**config.mk**
```make
export PLATFORM = sky130hd
export DESIGN_NAME = mem_timer
export DESIGN_NICKNAME = d
export VERILOG_FILES = /design/src/rtl/mem_timer_pkg.sv /design/src/rtl/mem_timer_prescaler.sv /design/src/rtl/mem_timer.sv
export SDC_FILE = /design/constraint.sdc
export NUM_CORES = 1
export LEC_CHECK = 0
export ABC_AREA = 0
export CAP_MARGIN = 5
export CORE_ASPECT_RATIO = 1.75
export CORE_MARGIN = 1.5
export CORE_UTILIZATION = 45
export CTS_CLUSTER_SIZE = 10
export DETAILED_ROUTE_END_ITERATION = 7
export PLACE_DENSITY = 0.7
export SYNTH_ARGS = -nofsm -noshare
export SYNTH_HDL_FRONTEND = slang
export SYNTH_SLANG_ARGS = --single-unit
```
**constraint.sdc**
```tcl
create_clock -name clk -period 3.2 [get_ports clk]
set_input_delay 0.48 -clock clk [delete_from_list [all_inputs] [get_ports clk]]
set_output_delay 0.48 -clock clk [all_outputs]
set_load 0.03 [all_outputs]
```
**src/rtl/mem_timer_pkg.sv**
```systemverilog
// mem_timer_pkg: shared definitions for the memory-mapped timer.
//   - bus widths matching the CPU data-memory port
//   - word offsets decoded from addr[4:2]
//   - CTRL bit positions and the packed CTRL register layout
package mem_timer_pkg;

  localparam int ADDR_BUS = 32;
  localparam int DATA_BUS = 32;

  // Word offsets (addr[4:2]); 5..7 are unmapped and read as zero.
  localparam logic [2:0] TMR_CTRL     = 3'd0;
  localparam logic [2:0] TMR_COUNT    = 3'd1;
  localparam logic [2:0] TMR_COMPARE  = 3'd2;
  localparam logic [2:0] TMR_STATUS   = 3'd3;
  localparam logic [2:0] TMR_PRESCALE = 3'd4;

  // CTRL bit positions.
  localparam int CTRL_EN         = 0;
  localparam int CTRL_AUTORELOAD = 1;
  localparam int CTRL_IE         = 2;

  // Field order puts en at bit 0, matching the CTRL_* indices above.
  typedef struct packed {
    logic ie;
    logic autoreload;
    logic en;
  } tmr_ctrl_t;

endpackage

```
**src/rtl/mem_timer_prescaler.sv**
```systemverilog
// mem_timer_prescaler: divides clk into timer ticks.
// Ports:
//   clk, rst   - clock, synchronous active-high reset
//   run        - CTRL.EN; the counter holds while low
//   clr        - a PRESCALE register write; zeroes the counter
//   prescale   - terminal count; tick every (prescale+1) enabled cycles
//   tick       - high for the cycle in which the counter sits at prescale
module mem_timer_prescaler #(
  parameter int PRESCALE_W = 16
) (
  input  logic                  clk,
  input  logic                  rst,
  input  logic                  run,
  input  logic                  clr,
  input  logic [PRESCALE_W-1:0] prescale,
  output logic                  tick
);

  logic [PRESCALE_W-1:0] cnt_q, cnt_d;

  always_comb begin
    tick  = run && (cnt_q == prescale);
    cnt_d = cnt_q;
    if (run) cnt_d = tick ? '0 : cnt_q + 1'b1;
    // A new divisor always restarts the division from zero.
    if (clr) cnt_d = '0;
  end

  always_ff @(posedge clk) begin
    if (rst) cnt_q <= '0;
    else     cnt_q <= cnt_d;
  end

endmodule

```
**src/rtl/mem_timer.sv**
```systemverilog
// mem_timer: timer/counter slave on the CPU data-memory port.
// Ports:
//   clk, rst        - clock, synchronous active-high reset
//   en              - slave select (address decoded externally)
//   write_en        - write strobe, qualified by en
//   write_sel[3:0]  - byte enables for write_data
//   addr[31:0]      - byte address; only addr[4:2] is decoded
//   write_data[31:0]- write data
//   read_data[31:0] - combinational read data, zero unless en & ~write_en
//   timer_int       - level interrupt, MATCH & CTRL.IE
module mem_timer
  import mem_timer_pkg::*;
#(
  parameter int          PRESCALE_W  = 16,
  parameter logic [31:0] COMPARE_RST = 32'hFFFF_FFFF
) (
  input  logic                clk,
  input  logic                rst,
  input  logic                en,
  input  logic                write_en,
  input  logic [3:0]          write_sel,
  input  logic [ADDR_BUS-1:0] addr,
  input  logic [DATA_BUS-1:0] write_data,
  output logic [DATA_BUS-1:0] read_data,
  output logic                timer_int
);

  tmr_ctrl_t             ctrl_q, ctrl_d;
  logic [31:0]           count_q, count_d;
  logic [31:0]           compare_q, compare_d;
  logic                  match_q, match_d;
  logic [PRESCALE_W-1:0] prescale_q, prescale_d;

  logic [2:0]  reg_sel;
  logic        wr;
  logic        tick;
  logic        hit;
  logic        pre_clr;
  logic [31:0] count_tick;

  // Only addr[4:2] selects a register; the rest is decoded upstream.
  logic unused_addr;
  assign unused_addr = ^{addr[ADDR_BUS-1:5], addr[1:0]};

  assign reg_sel = addr[4:2];
  assign wr      = en && write_en;
  assign pre_clr = wr && (reg_sel == TMR_PRESCALE) && (write_sel != 4'b0000);

  function automatic logic [31:0] byte_merge(input logic [31:0] old_v,
                                             input logic [31:0] new_v,
                                             input logic [3:0]  sel);
    logic [31:0] r;
    r = old_v;
    for (int i = 0; i < 4; i++)
      if (sel[i]) r[8*i +: 8] = new_v[8*i +: 8];
    return r;
  endfunction

  mem_timer_prescaler #(.PRESCALE_W(PRESCALE_W)) u_prescaler (
    .clk      (clk),
    .rst      (rst),
    .run      (ctrl_q.en),
    .clr      (pre_clr),
    .prescale (prescale_q),
    .tick     (tick)
  );

  always_comb begin
    // Counter value the tick alone would produce.
    hit        = tick && (count_q == compare_q);
    count_tick = count_q;
    if (tick) count_tick = (hit && ctrl_q.autoreload) ? 32'd0 : count_q + 32'd1;

    ctrl_d     = ctrl_q;
    compare_d  = compare_q;
    prescale_d = prescale_q;
    match_d    = match_q;
    // Written lanes override the tick result; unwritten lanes keep it.
    count_d    = count_tick;

    if (wr) begin
      unique case (reg_sel)
        TMR_CTRL: if (write_sel[0]) begin
          ctrl_d.en         = write_data[CTRL_EN];
          ctrl_d.autoreload = write_data[CTRL_AUTORELOAD];
          ctrl_d.ie         = write_data[CTRL_IE];
        end
        TMR_COUNT:   count_d   = byte_merge(count_tick, write_data, write_sel);
        TMR_COMPARE: compare_d = byte_merge(compare_q, write_data, write_sel);
        TMR_STATUS:  if (write_sel[0] && write_data[0]) match_d = 1'b0;
        TMR_PRESCALE: begin
          for (int i = 0; i < PRESCALE_W; i++)
            if (write_sel[i/8]) prescale_d[i] = write_data[i];
        end
        default: ;
      endcase
    end

    // A new match wins over a same-cycle software clear.
    if (hit) match_d = 1'b1;
  end

  always_ff @(posedge clk) begin
    if (rst) begin
      ctrl_q     <= '0;
      count_q    <= '0;
      compare_q  <= COMPARE_RST;
      match_q    <= 1'b0;
      prescale_q <= '0;
    end else begin
      ctrl_q     <= ctrl_d;
      count_q    <= count_d;
      compare_q  <= compare_d;
      match_q    <= match_d;
      prescale_q <= prescale_d;
    end
  end

  // Purely from flops, so no bus-to-interrupt combinational path.
  assign timer_int = match_q && ctrl_q.ie;

  always_comb begin
    read_data = '0;
    if (en && !write_en) begin
      unique case (reg_sel)
        TMR_CTRL:     read_data = 32'(ctrl_q);
        TMR_COUNT:    read_data = count_q;
        TMR_COMPARE:  read_data = compare_q;
        TMR_STATUS:   read_data = {31'd0, match_q};
        TMR_PRESCALE: read_data = 32'(prescale_q);
        default:      read_data = '0;
      endcase
    end
  end

endmodule
```
==> results.yml, run 1 <==
run_status:
  status: "completed"
synthesis:
  synth_compound_area_share_pct: 13.47
  async_flop_share_pct: 0
  synthCells: 747
  synth_area_leaders: "dfxtp_1 (35%), xnor2_1 (9.5%), nand2_1 (8.1%)"
  synth_top_area_cell: "dfxtp_1"
  synthFlopType: "dfxtp_1"
  synth.yosys.seq_area_share_pct: 35.16
  yosys.area_share.simple_pct: 32.24
  syn_nets: 821
  synthXorXnorAreaFrac_pct: 13.54
  synth_area_um2: 5693
  synth.area.mux_share_pct: 1.253
  ys_types: 45
  synth_top_area_share_pct: 35.16
  synth_top_family_by_area: "simple AND/OR/NAND/NOR gates"
  synth_common_cells: "nand2_1 (123), dfxtp_1 (100), nor2_1 (79)"
  synth_most_common_cell: "nand2_1"
  ys_ff_latch: 100
  synthAdderAreaFrac_pct: 0.4396
  yosys_warnings: 0
  avgSynthCellArea_um2: 7.621
  synth_edf_count: 0
finish:
  nNetsFinal: 871
  fillers: 1211
  diodes: 0
  finalNonFillerCells: 969
  drive_above_1_share_pct: 8.739
  regArea_um2: 2002
  area_growth_pct: 19.78
  multi_input_area_um2: 3476
worst_setup_path:
  r2r_slack_ps: 640
  crit_fanout: 15
  ff2ff_path_depth: 6
  crit_arrival_ps: 2280
  start_kind: "primary input"
  required_ps: 2720
  cp-end-kind: "primary output"
  worstSetupPathType: "in2out"
routing:
  drc: 0
  drt_first_pass_iters: 5
  ant_nets: 0
  drtIter0Drc: 379
  routed_wl_mm: 17.78
  vias: 5667
  routedWlPerCell_um: 18.34
  routed_via_density: 5.848
floorplanning:
  core_um2: 12430
  start_util_pct: 45.79
  io_pins: 105
  die-area_um2: 13360
  die_h_um: 151.8
  num_rows: 54
  die_width_um: 88.03
sta:
  final_hold_viol_count: 0
  maxSlewViolCount: 0
  slew_headroom_pct: 41.25
  fmax_mhz: 362.3
  hold_slack_ps: 477.6
  rsz0062_at_grt: "false"
  fin_worst_skew_ps: 8.788
  post-route-period-util_pct: 86.25
  setup_viol: 0
  tightest_slew_ps: 873.3
  tns_ps: 0
  period_needed_ps: 2760
clock_tree:
  cts_root_buffer: "clkbuf_16"
  cts_sinks: 100
  hold_buffers: 0
  clockBufferDepth: 2
  numCtsBuffers: 9
  cts.repair.resized: 0
  clk_pin_slew_ps: 60
  post_cts_buffers: 0
  cts_tree: "yes"
  h-tree-depth: 3
  clock_latency_ps: 340
placement:
  hpwl_mm: 13.17
  dp.cells: 954
  io_buffers: 75
  routabilityCongestion: 0.9149
global_route:
  grt_pass1_wl_mm: 27.85
  grt.total_usage_pct: 27.04
  grt_overflow: 0
  grt_max_degree: 37
  antenna_found_initial: 0
  first_global_vias: 5489
job:
  cap_violations: 0
power:
  power_density_nw_per_um2: 389.4
  ir_worst_vdd_v: 0.0002421
  p_leak_nw: 2.433
min_path:
  hold_path.class: "reg2reg"
  min_path_cells: 2
logic make-up (layout without fill, tap and decap cells):
kind of cell               count (synthesis)  in the layout
AOI/OAI and AO/OA                        119            119
xor gates and xnor gates                  88             88
adders and majority gates                  2              2
buffers and inverters                     58            112
DFF                                      100            100
muxes                                      7              7
and+or+nand+nor                          373            373
routing by layer:
layer  up-vias  global-route usage (%)  routed length, µm
li1       2694                       -                  -
met1      2691                   29.45               6756
met2       222                   49.54               9361
met3        60                   3.521                770
met4         0                   14.45                888
met5         -                       0                  0
stage by stage:
stage	setup WS [ps]	total power, mW	instance area [µm²]	utilization, %
global route	324.4	2.724	6819	54.85
floorplan	678.8	1.408	5693	-
detailed placement	399.7	1.531	6513	52.39
CTS	452.5	2.659	6819	54.85
finish	440.1	2.656	6819	54.85
global placement	460.5	1.528	6513	52.39
state kept, by name, indices dropped and copies added (netlist names):
signal and cells:
compare_q 32, count_q 32, prescale_q 16, u_prescaler.cnt_q 16, ctrl_q 3, match_q 1
power breakdown:
group	total (mW)	internal [mW]	switching, mW
Combinational	0.239	0.102	0.138
Clock	1.15	0.679	0.469
Sequential	1.27	1.25	0.0140
final timing paths:
check | from | to
max reg2reg | prescale_q[15]$_SDFFE_PP0P_ | count_q[0]$_SDFF_PP0_
min | prescale_q[11]$_SDFFE_PP0P_ | prescale_q[11]$_SDFFE_PP0P_
min reg2reg | prescale_q[11]$_SDFFE_PP0P_ | prescale_q[11]$_SDFFE_PP0P_
max | addr[2] | read_data[11]
cell usage in the layout (no fill, tap or decap), drive strengths merged, types with 26 or more instances in the layout:
| cell | synthesis | final |
|---|---|---|
| nor2 | 79 | 79 |
| a21oi | 37 | 37 |
| a22oi | 31 | 31 |
| dfxtp | 100 | 100 |
| nand3b | 27 | 27 |
| nand2 | 123 | 123 |
| clkdlybuf4s50 | 0 | 42 |
| o21ai | 27 | 27 |
| nand3 | 33 | 33 |
| xnor2 | 62 | 62 |
| xor2 | 26 | 26 |
| buf | 8 | 50 |
cell type report:
type | count | share of cell area, %
Clock inverter | 5 | 1.138
Multi-Input combinational cell | 589 | 50.97
Inverter | 5 | 0.2752
Sequential cell | 100 | 29.36
Tap cell | 168 | 3.083
Timing Repair Buffer | 92 | 11.82
Clock buffer | 10 | 3.358
critical path, stage by stage:
cell,delay [ps]
clkdlybuf4s50_1,630
nor2b_1,240
buf_4,210
a22oi_1,200
nor2_1,50
a21oi_1,230
nor2_1,70
buf_4,170
Note: power is estimated with default switching activity, not from simulation.
==> run 2: changes to the inputs <==
--- a/config.mk
+++ b/config.mk
@@ -7,7 +7,7 @@
 export LEC_CHECK = 0
 export ABC_AREA = 0
 export CAP_MARGIN = 5
-export CORE_ASPECT_RATIO = 1.75
+export CORE_ASPECT_RATIO = 0.8
 export CORE_MARGIN = 1.5
 export CORE_UTILIZATION = 45
 export CTS_CLUSTER_SIZE = 10
==> run 2 against run 1 <==
Net effect: sequential cell count did not move; register-to-register slack improved by 40 ps; setup slack improved by 27 ps; critical path depth fell by 1; core utilization rose by 0.43 points; via count rose by 0.60%; first-iteration DRC count rose by 18%; final cell count rose by 0.21%; sequential share of layout area rose by 0.20 points; hold slack improved by 9.4 ps; global-route usage fell by 0.95 points.
==> results.yml, run 2 (same netlist as run 1, synthesis figures left out) <==
power:
  power_density_nw_per_um2: 374.9
  p_leak_nw: 2.403
  intPower_mw: 1.901
  swShare_pct: 25.13
  p_comb_share_pct: 9.3
  p_sw_uw: 638.1
  p_clk_share_pct: 40.7
  sequentialPowerShare_pct: 49.9
  ir_worst_vdd_v: 0.0002858
finish:
  final_common_cell: "nand2_1"
  drive_above_1_share_pct: 8.500
  reg_top3: "compare_q x32, count_q x32"
  area_growth_pct: 18.97
  finalNonFillerCells: 971
  regArea_um2: 2002
  diodes: 0
  multi_input_area_um2: 3476
  layout_common_cells: "nand2_1 (123), dfxtp_1 (100), nor2_1 (79), xnor2_1 (62), buf_4 (46)"
  postLayoutCellArea_um2: 6773
  final_core_util_pct: 55.28
  nNetsFinal: 869
  fillers: 1192
clock_tree:
  clockBufferDepth: 2
  cts.repair.resized: 0
  cts_tree: "yes"
  cts_root_buffer: "clkbuf_16"
  clk_pin_slew_ps: 70
  cts_sinks: 100
  post_cts_buffers: 0
  clock_latency_ps: 350
  hold_buffers: 0
  h-tree-depth: 3
  numCtsBuffers: 9
floorplanning:
  die_h_um: 103.6
  io_pins: 105
  die-area_um2: 13340
  num_rows: 36
  core_um2: 12250
  die_width_um: 128.8
  start_util_pct: 46.47
worst_setup_path:
  r2r_slack_ps: 680
  path_common_cell: "buf_4"
  start_kind: "primary input"
  worst-path-stages: 7
  cp-end-kind: "primary output"
  crit_chain: "clkdlybuf4s50_1 > nor2b_1 > buf_4 > a22oi_1 > o22a_1 > nor2_1 > buf_4"
  path_buf_inv: 3
  slowest_stage: "clkdlybuf4s50_1"
  required_ps: 2720
  worstSetupPathType: "in2out"
  ff2ff_path_depth: 5
  crit_arrival_ps: 2250
  crit_fanout: 15
  critPathTopFamily: "buffers and inverters"
  cp_slowest_stage_delay_ps: 710
run_status:
  status: "completed"
routing:
  routedWlPerCell_um: 17.90
  drc: 0
  met3_length_mm: 1.375
  ant_nets: 0
  routed_via_density: 5.871
  routed_wl_mm: 17.38
  vias: 5701
  wl_met2_mm: 7.730
  drtIter0Drc: 448
  drt-met1-wl_mm: 8.001
  drt_first_pass_iters: 5
  top_layer_used: "met4"
placement:
  dp.cells: 955
  hpwl_mm: 12.69
  place_area_um2: 6501
  io_buffers: 75
  routabilityCongestion: 0.8908
job:
  cap_violations: 0
sta:
  setup_viol: 0
  maxSlewViolCount: 0
  slew_headroom_pct: 49.48
  tightest_slew_ps: 757.9
  fmax_mhz: 365.9
  tns_ps: 0
  rsz0062_at_grt: "false"
  post-route-period-util_pct: 85.42
  period_needed_ps: 2733
  fin_worst_skew_ps: 7.768
  final_hold_viol_count: 0
global_route:
  grt.total_usage_pct: 26.09
  antenna_found_initial: 0
  grt_pass1_wl_mm: 27.32
  grt_overflow: 0
  first_global_vias: 5158
  grt_max_degree: 37
min_path:
  hold_path.class: "reg2reg"
  min_path_cells: 2
==> run 2: worst reg2reg max path, delay by kind of cell, from the launching register on <==
kind / cells / cell delay (ps)
AOI/OAI and AO/OA: 2 / 430
DFF: 1 / 550
and+or+nand+nor: 3 / 1440
==> run 2: routing by layer <==
| metal | vias up | track usage [%] |
|---|---|---|
| li1 | 2695 | - |
| met1 | 2733 | 37.94 |
| met2 | 248 | 39.61 |
| met3 | 25 | 5.010 |
| met4 | 0 | 6.340 |
| met5 | - | 0 |
==> run 2: power groups by stage <==
| stage | combinational (mW) | sequential, mW | clock, mW |
|---|---|---|---|
| after floorplan | 0.117 | 1.29 | 0 |
| after global placement | 0.228 | 1.30 | 0 |
| after detailed placement | 0.231 | 1.30 | 0 |
| after CTS | 0.233 | 1.27 | 1.04 |
| after global routing | 0.251 | 1.27 | 1.10 |
| final | 0.237 | 1.27 | 1.03 |
==> run 2: final cells by class <==
class,instances,area share [%]
Clock buffer,12,3.639
Sequential cell,100,29.56
Timing Repair Buffer,90,11.68
Multi-Input combinational cell,589,51.32
Tap cell,171,3.159
Clock inverter,4,0.3695
Inverter,5,0.2771
==> run 2: worst paths after layout <==
check	endpoint	startpoint
worst min register to register	prescale_q[11]$_SDFFE_PP0P_	prescale_q[11]$_SDFFE_PP0P_
worst max register to register	count_q[0]$_SDFF_PP0_	ctrl_q[0]$_SDFFE_PP0P_
worst max-delay path	read_data[0]	addr[2]
worst min-delay path	prescale_q[11]$_SDFFE_PP0P_	prescale_q[11]$_SDFFE_PP0P_
==> run 2: through the flow <==
stage	worst slack (ps)	power (mW)	hold WS (ps)
after global routing	336.4	2.623	514.6
after global placement	471.1	1.524	470.0
after CTS	469.7	2.538	488.2
after detailed placement	410.8	1.528	477.7
after floorplan	678.8	1.408	449.0
final	466.7	2.539	487.0
==> run 3: changes to the inputs <==
--- a/config.mk
+++ b/config.mk
@@ -12,6 +12,7 @@
 export CORE_UTILIZATION = 45
 export CTS_CLUSTER_SIZE = 10
 export DETAILED_ROUTE_END_ITERATION = 7
+export GPL_TIMING_DRIVEN = 0
 export PLACE_DENSITY = 0.7
 export SYNTH_ARGS = -nofsm -noshare
 export SYNTH_HDL_FRONTEND = slang
==> run 3 against run 2 <==
Net effect: critical path depth grew 1; setup slack worse by 390 ps; critical endpoint is now read_data[7]; hold slack improved by 8.5 ps; register-to-register slack got worse by 100 ps; total power increased by 6.1%; first-iteration DRC count rose by 12%; sequential share of layout area is 0.75 points lower; largest power group unchanged; cell area grew 2.6%; count of clock-buffer cells in the layout shrank 1.
==> results.yml, run 3 (same netlist as run 1, synthesis figures left out) <==
run_status:
  status: "completed"
global_route:
  first_global_vias: 5341
  grt_max_degree: 16
  grt_pass1_wl_mm: 28.87
  grt.total_usage_pct: 27.79
  grt_overflow: 0
  antenna_found_initial: 0
placement:
  routabilityCongestion: 0.9427
  io_buffers: 71
  pre_cts_ws_ps: -386.4
  place_area_um2: 6618
  hpwl_mm: 13.91
sta:
  setup_viol: 0
  fmax_mhz: 320.4
  period_needed_ps: 3121
  maxSlewViolCount: 0
  rsz0062_at_grt: "false"
  post-route-period-util_pct: 97.55
  tightest_slew_ps: 832.2
  fin_worst_skew_ps: 9.846
  setup_ws_ps: 78.53
  final_hold_viol_count: 0
  slew_headroom_pct: 44.01
clock_tree:
  h-tree-depth: 3
  cts_root_buffer: "clkbuf_16"
  numCtsBuffers: 9
  clk_pin_slew_ps: 60
  hold_buffers: 0
  cts_sinks: 100
  cts_tree: "yes"
  clock_latency_ps: 350
  clockBufferDepth: 2
routing:
  routed_wl_mm: 18.44
  vias: 5825
  drt_first_pass_iters: 5
  routed_via_density: 5.779
  drtIter0Drc: 501
  ant_nets: 0
  routedWlPerCell_um: 18.29
  drc: 0
floorplanning:
  io_pins: 105
  die_h_um: 103.6
  start_util_pct: 46.47
  die_width_um: 128.8
  die-area_um2: 13340
  core_um2: 12250
  num_rows: 36
worst_setup_path:
  start_kind: "primary input"
  cp-end-kind: "primary output"
  crit_fanout: 10
  crit_arrival_ps: 2640
  worstSetupPathType: "in2out"
  required_ps: 2720
power:
  intPower_mw: 2.054
  power_density_nw_per_um2: 387.8
  p_comb_share_pct: 9.0
  sequentialPowerShare_pct: 47.0
  p_clk_share_pct: 44.0
  ir_worst_vdd_v: 0.0002889
  swShare_pct: 23.77
  p_sw_uw: 640.7
  p_leak_nw: 2.542
finish:
  diodes: 0
  reg_top3: "compare_q x32, count_q x32"
  area_growth_pct: 22.07
  final_common_cell: "nand2_1"
  postLayoutCellArea_um2: 6949
  drive_above_1_share_pct: 4.301
  nNetsFinal: 907
  layout_common_cells: "nand2_1 (123), dfxtp_1 (100), nor2_1 (79), xnor2_1 (62), clkdlybuf4s50_1 (40)"
  final_core_util_pct: 56.72
job:
  cap_violations: 0
min_path:
  hold_path.class: "reg2reg"
-- run 3: changes by cell type in the layout (fill, tap and decap cells not counted) --
| cell | previous run | this run |
|---|---|---|
| clkinvlp_4 | 2 | 0 |
| clkbuf_1 | 2 | 37 |
| clkdlybuf4s50_1 | 42 | 40 |
| clkinv_4 | 0 | 1 |
| nor3b_4 | 1 | 2 |
| buf_4 | 46 | 4 |
| buf_2 | 1 | 3 |
| clkinv_2 | 2 | 1 |
| buf_1 | 0 | 5 |
| dlygate4sd2_1 | 0 | 31 |
| clkbuf_2 | 0 | 9 |
| nor3b_2 | 1 | 0 |
| bufinv_16 | 0 | 2 |
| buf_12 | 1 | 0 |
-- run 3: layer usage --
metal  global-route usage [%]  routed length, µm  vias up  part of all wire [%]
met5                        0                  0        -                     0
met4                    6.902                303        0                   1.6
met3                    6.198               1657       30                   9.0
met2                    41.18               7857      307                    43
met1                    40.63               8618     2716                    47
li1                         -                  -     2772                     -
-- run 3: layout make-up --
cell class	instances	area, µm²
Multi-Input combinational cell	589	3482
Fill cell	1186	5303
Tap cell	171	214.0
Timing Repair Buffer	75	701.9
Clock inverter	4	73.82
Inverter	5	18.77
Clock buffer	11	242.7
Sequential cell	100	2002
Buffer	53	214.0
-- run 3: worst paths after layout --
check | cells past startpoint | start | to | slack [ps]
max | 8 | addr[3] | read_data[7] | 80
min | 2 | prescale_q[10]$_SDFFE_PP0P_ | prescale_q[10]$_SDFFE_PP0P_ | 500
max reg2reg | 6 | count_q[5]$_SDFF_PP0_ | count_q[17]$_SDFF_PP0_ | 580
min reg2reg | 2 | prescale_q[10]$_SDFFE_PP0P_ | prescale_q[10]$_SDFFE_PP0P_ | 500
-- run 3: per-stage QoR --
stage / power [mW] / instances / hold slack (ps) / TNS, ps
3_3_place_gp: 1.524 / 989 / 473.3 / -11140
2_1_floorplan: 1.408 / 747 / 449.0 / 0
3_5_place_dp: 1.528 / 989 / 483.9 / -10480
5_1_grt: 2.765 / 1008 / 510.3 / 0
6_report: 2.695 / 1008 / 495.5 / 0
4_1_cts: 2.693 / 1008 / 494.9 / 0
-- run 3: power by group through the flow --
stage                     combinational, mW  clock (mW)  sequential, mW
after floorplan                       0.117           0            1.29
after global placement                0.230           0            1.29
after CTS                             0.237        1.19            1.27
final                                 0.242        1.19            1.27
after global routing                  0.258        1.24            1.27
after detailed placement              0.233           0            1.29
-- run 3: worst max-delay path, stage by stage --
cell and delay (ps):
clkdlybuf4s50_1 520, clkbuf_2 250, o21ai_0 260, nand3b_1 110
buf_4 180, clkbuf_2 230, nor2_1 190, dlygate4sd2_1 420
-- run 3: what timing repair did --
action                                  CTS  global route
setup buffers                             4             0
pin swaps                                 1             0
resized for setup                        41             2
endpoints found under the setup margin   31             1
==> patch (config.mk and constraints of run 1) <==
Register the inputs `en`, `write_en`, `write_sel`, `addr` and `write_data` before use, without a reset. The logic sees them one clock later. Comments in the files are not updated.
--- a/src/rtl/mem_timer.sv
+++ b/src/rtl/mem_timer.sv
@@ -25,6 +25,20 @@
   output logic                timer_int
 );
 
+  logic en_q;
+  logic write_en_q;
+  logic [3:0] write_sel_q;
+  logic [ADDR_BUS-1:0] addr_q;
+  logic [DATA_BUS-1:0] write_data_q;
+
+  always_ff @(posedge clk) begin
+    en_q         <= en;
+    write_en_q   <= write_en;
+    write_sel_q  <= write_sel;
+    addr_q       <= addr;
+    write_data_q <= write_data;
+  end
+
   tmr_ctrl_t             ctrl_q, ctrl_d;
   logic [31:0]           count_q, count_d;
   logic [31:0]           compare_q, compare_d;
@@ -40,11 +54,11 @@
 
   // Only addr[4:2] selects a register; the rest is decoded upstream.
   logic unused_addr;
-  assign unused_addr = ^{addr[ADDR_BUS-1:5], addr[1:0]};
+  assign unused_addr = ^{addr_q[ADDR_BUS-1:5], addr_q[1:0]};
 
-  assign reg_sel = addr[4:2];
-  assign wr      = en && write_en;
-  assign pre_clr = wr && (reg_sel == TMR_PRESCALE) && (write_sel != 4'b0000);
+  assign reg_sel = addr_q[4:2];
+  assign wr      = en_q && write_en_q;
+  assign pre_clr = wr && (reg_sel == TMR_PRESCALE) && (write_sel_q != 4'b0000);
 
   function automatic logic [31:0] byte_merge(input logic [31:0] old_v,
                                              input logic [31:0] new_v,
@@ -80,17 +94,17 @@
 
     if (wr) begin
       unique case (reg_sel)
-        TMR_CTRL: if (write_sel[0]) begin
-          ctrl_d.en         = write_data[CTRL_EN];
-          ctrl_d.autoreload = write_data[CTRL_AUTORELOAD];
-          ctrl_d.ie         = write_data[CTRL_IE];
+        TMR_CTRL: if (write_sel_q[0]) begin
+          ctrl_d.en         = write_data_q[CTRL_EN];
+          ctrl_d.autoreload = write_data_q[CTRL_AUTORELOAD];
+          ctrl_d.ie         = write_data_q[CTRL_IE];
         end
-        TMR_COUNT:   count_d   = byte_merge(count_tick, write_data, write_sel);
-        TMR_COMPARE: compare_d = byte_merge(compare_q, write_data, write_sel);
-        TMR_STATUS:  if (write_sel[0] && write_data[0]) match_d = 1'b0;
+        TMR_COUNT:   count_d   = byte_merge(count_tick, write_data_q, write_sel_q);
+        TMR_COMPARE: compare_d = byte_merge(compare_q, write_data_q, write_sel_q);
+        TMR_STATUS:  if (write_sel_q[0] && write_data_q[0]) match_d = 1'b0;
         TMR_PRESCALE: begin
           for (int i = 0; i < PRESCALE_W; i++)
-            if (write_sel[i/8]) prescale_d[i] = write_data[i];
+            if (write_sel_q[i/8]) prescale_d[i] = write_data_q[i];
         end
         default: ;
       endcase
@@ -121,7 +135,7 @@
 
   always_comb begin
     read_data = '0;
-    if (en && !write_en) begin
+    if (en_q && !write_en_q) begin
       unique case (reg_sel)
         TMR_CTRL:     read_data = 32'(ctrl_q);
         TMR_COUNT:    read_data = count_q;
Function: changed (Yosys sat finds a counterexample within 4 cycles, from zero or initial values and one cycle with rst high).
==> patch against run 1 <==
  * Sequential cell count is 41 higher
  * Clock skew increased by 0.73 ps
  * Routed wire length grew 8.0%
  * Global-route usage down 1.1 points
  * Sequential power increased by 45%
  * Largest cell class unchanged
  * Highest routed layer unchanged
  * Power up 49%
  * Synthesized area is 14% higher
  * Critical path type is now flop to primary output
  * Setup slack improved by 160 ps
  * Final area increased by 16%
==> patch: results <==
metrics = {
    "pwr": {
        "top_power_group": "clock",
        "p_clk_mw": 1.92,
        "leakage_nw": 2.97,
        "p_int_mw": 3.06,
        "ir_drop_v": 0.000290,
    },
    "outcome": {
        "outcome": "finished clean",
    },
    "setup_path": {
        "cp_max_fo": 24,
        "arrival_ps": 2120,
    },
    "synth": {
        "synthTopCellsByArea": "dfxtp_1 43%, nand2_1 7.6%, xnor2_1 7.5%",
        "synth_common_cells": "141 x dfxtp_1, 132 x nand2_1, 77 x nor2_1",
        "synth_cell_types": 54,
        "syn_nets": 870,
        "synth.avg_cell_area_sq_um": 8.18,
        "synth-seq-area-share": 0.434,
        "yosysTopAreaCellShare": 0.434,
    },
    "timing": {
        "clock_skew_ps": 9.52,
        "maxSlewHeadroom": 0.582,
    },
    "global_routing": {
        "grt_max_degree": 41,
        "met1_usage": 0.282,
        "grt_pass1_vias": 5895,
        "gr-usage-all-layers": 0.259,
        "grt_pass1_wl_mm": 30.2,
        "use_met3": 0.0389,
        "met2_usage": 0.467,
    },
    "cts": {
        "htreeDepth": 4,
        "cts_made_buffers": 17,
        "clk_latency_ps": 420,
    },
    "layout": {
        "reg_top3": "compare_q (32), count_q (32), write_data_q (32)",
        "nets": 931,
        "layout-drive-gt1-share": 0.111,
    },
    "drt": {
        "wl_per_cell_um": 18.3,
        "vias": 6008,
    },
}
[patch: cell types whose count changed after synthesis, sizes merged, moves of 9 or more]
| cell | delta |
|---|---|
| dfxtp | +41 |
| nand3 | +39 |
| nand2 | +9 |
| and3 | +16 |
| nor4 | -18 |
| nand3b | -25 |
| nor2b | -9 |
[patch: kinds of logic (layout without fill, tap and decap cells)]
logic type	Yosys count	after routing	share of synthesized area
xor+xnor	87	87	0.117
buf+inv	57	129	0.0359
compound gates	120	120	0.119
flops	141	141	0.434
mux	6	6	0.00942
simple gates	383	383	0.281
fa+ha+maj	2	2	0.00384
[patch: through the flow]
step	total power [mW]	area (sq um)	worst slack (ps)
3_5_place_dp	2.08	7340	708
5_1_grt	4.08	7920	401
6_report	3.97	7920	598
2_1_floorplan	1.97	6510	886
4_1_cts	3.98	7920	576
3_3_place_gp	2.08	7340	735
[patch: worst paths after layout]
kind,startpoint,to,slack [ps],depth (start not counted)
min reg2reg,write_data_q[20],count_q[20],460,2
max,addr_q[4],read_data[30],600,5
min,write_data_q[20],count_q[20],460,2
max reg2reg,u_prescaler.cnt_q[0],count_q[28],690,6
[patch: worst max-delay path, stage by stage (launching register included)]
cell	delay, ps
dfxtp_1	540
o21ai_0	150
nand3b_1	370
buf_4	360
nor2_1	100
buf_4	180
[patch: layout make-up]
class	count	area, sq um	share of cell area
clock buffers	19	453	0.0572
clock inverters	11	120	0.0152
inverters	4	15.0	0.00190
multi-input cells	598	3460	0.437
flip-flops and latches	141	2820	0.357
well taps	180	225	0.0284
repair buffers	95	821	0.104
[patch: per-layer routing]
metal | up-vias | routed length (um)
li1 | 2892 | -
met5 | - | 0
met3 | 69 | 979
met4 | 0 | 1010
met2 | 245 | 10000
met1 | 2802 | 7210
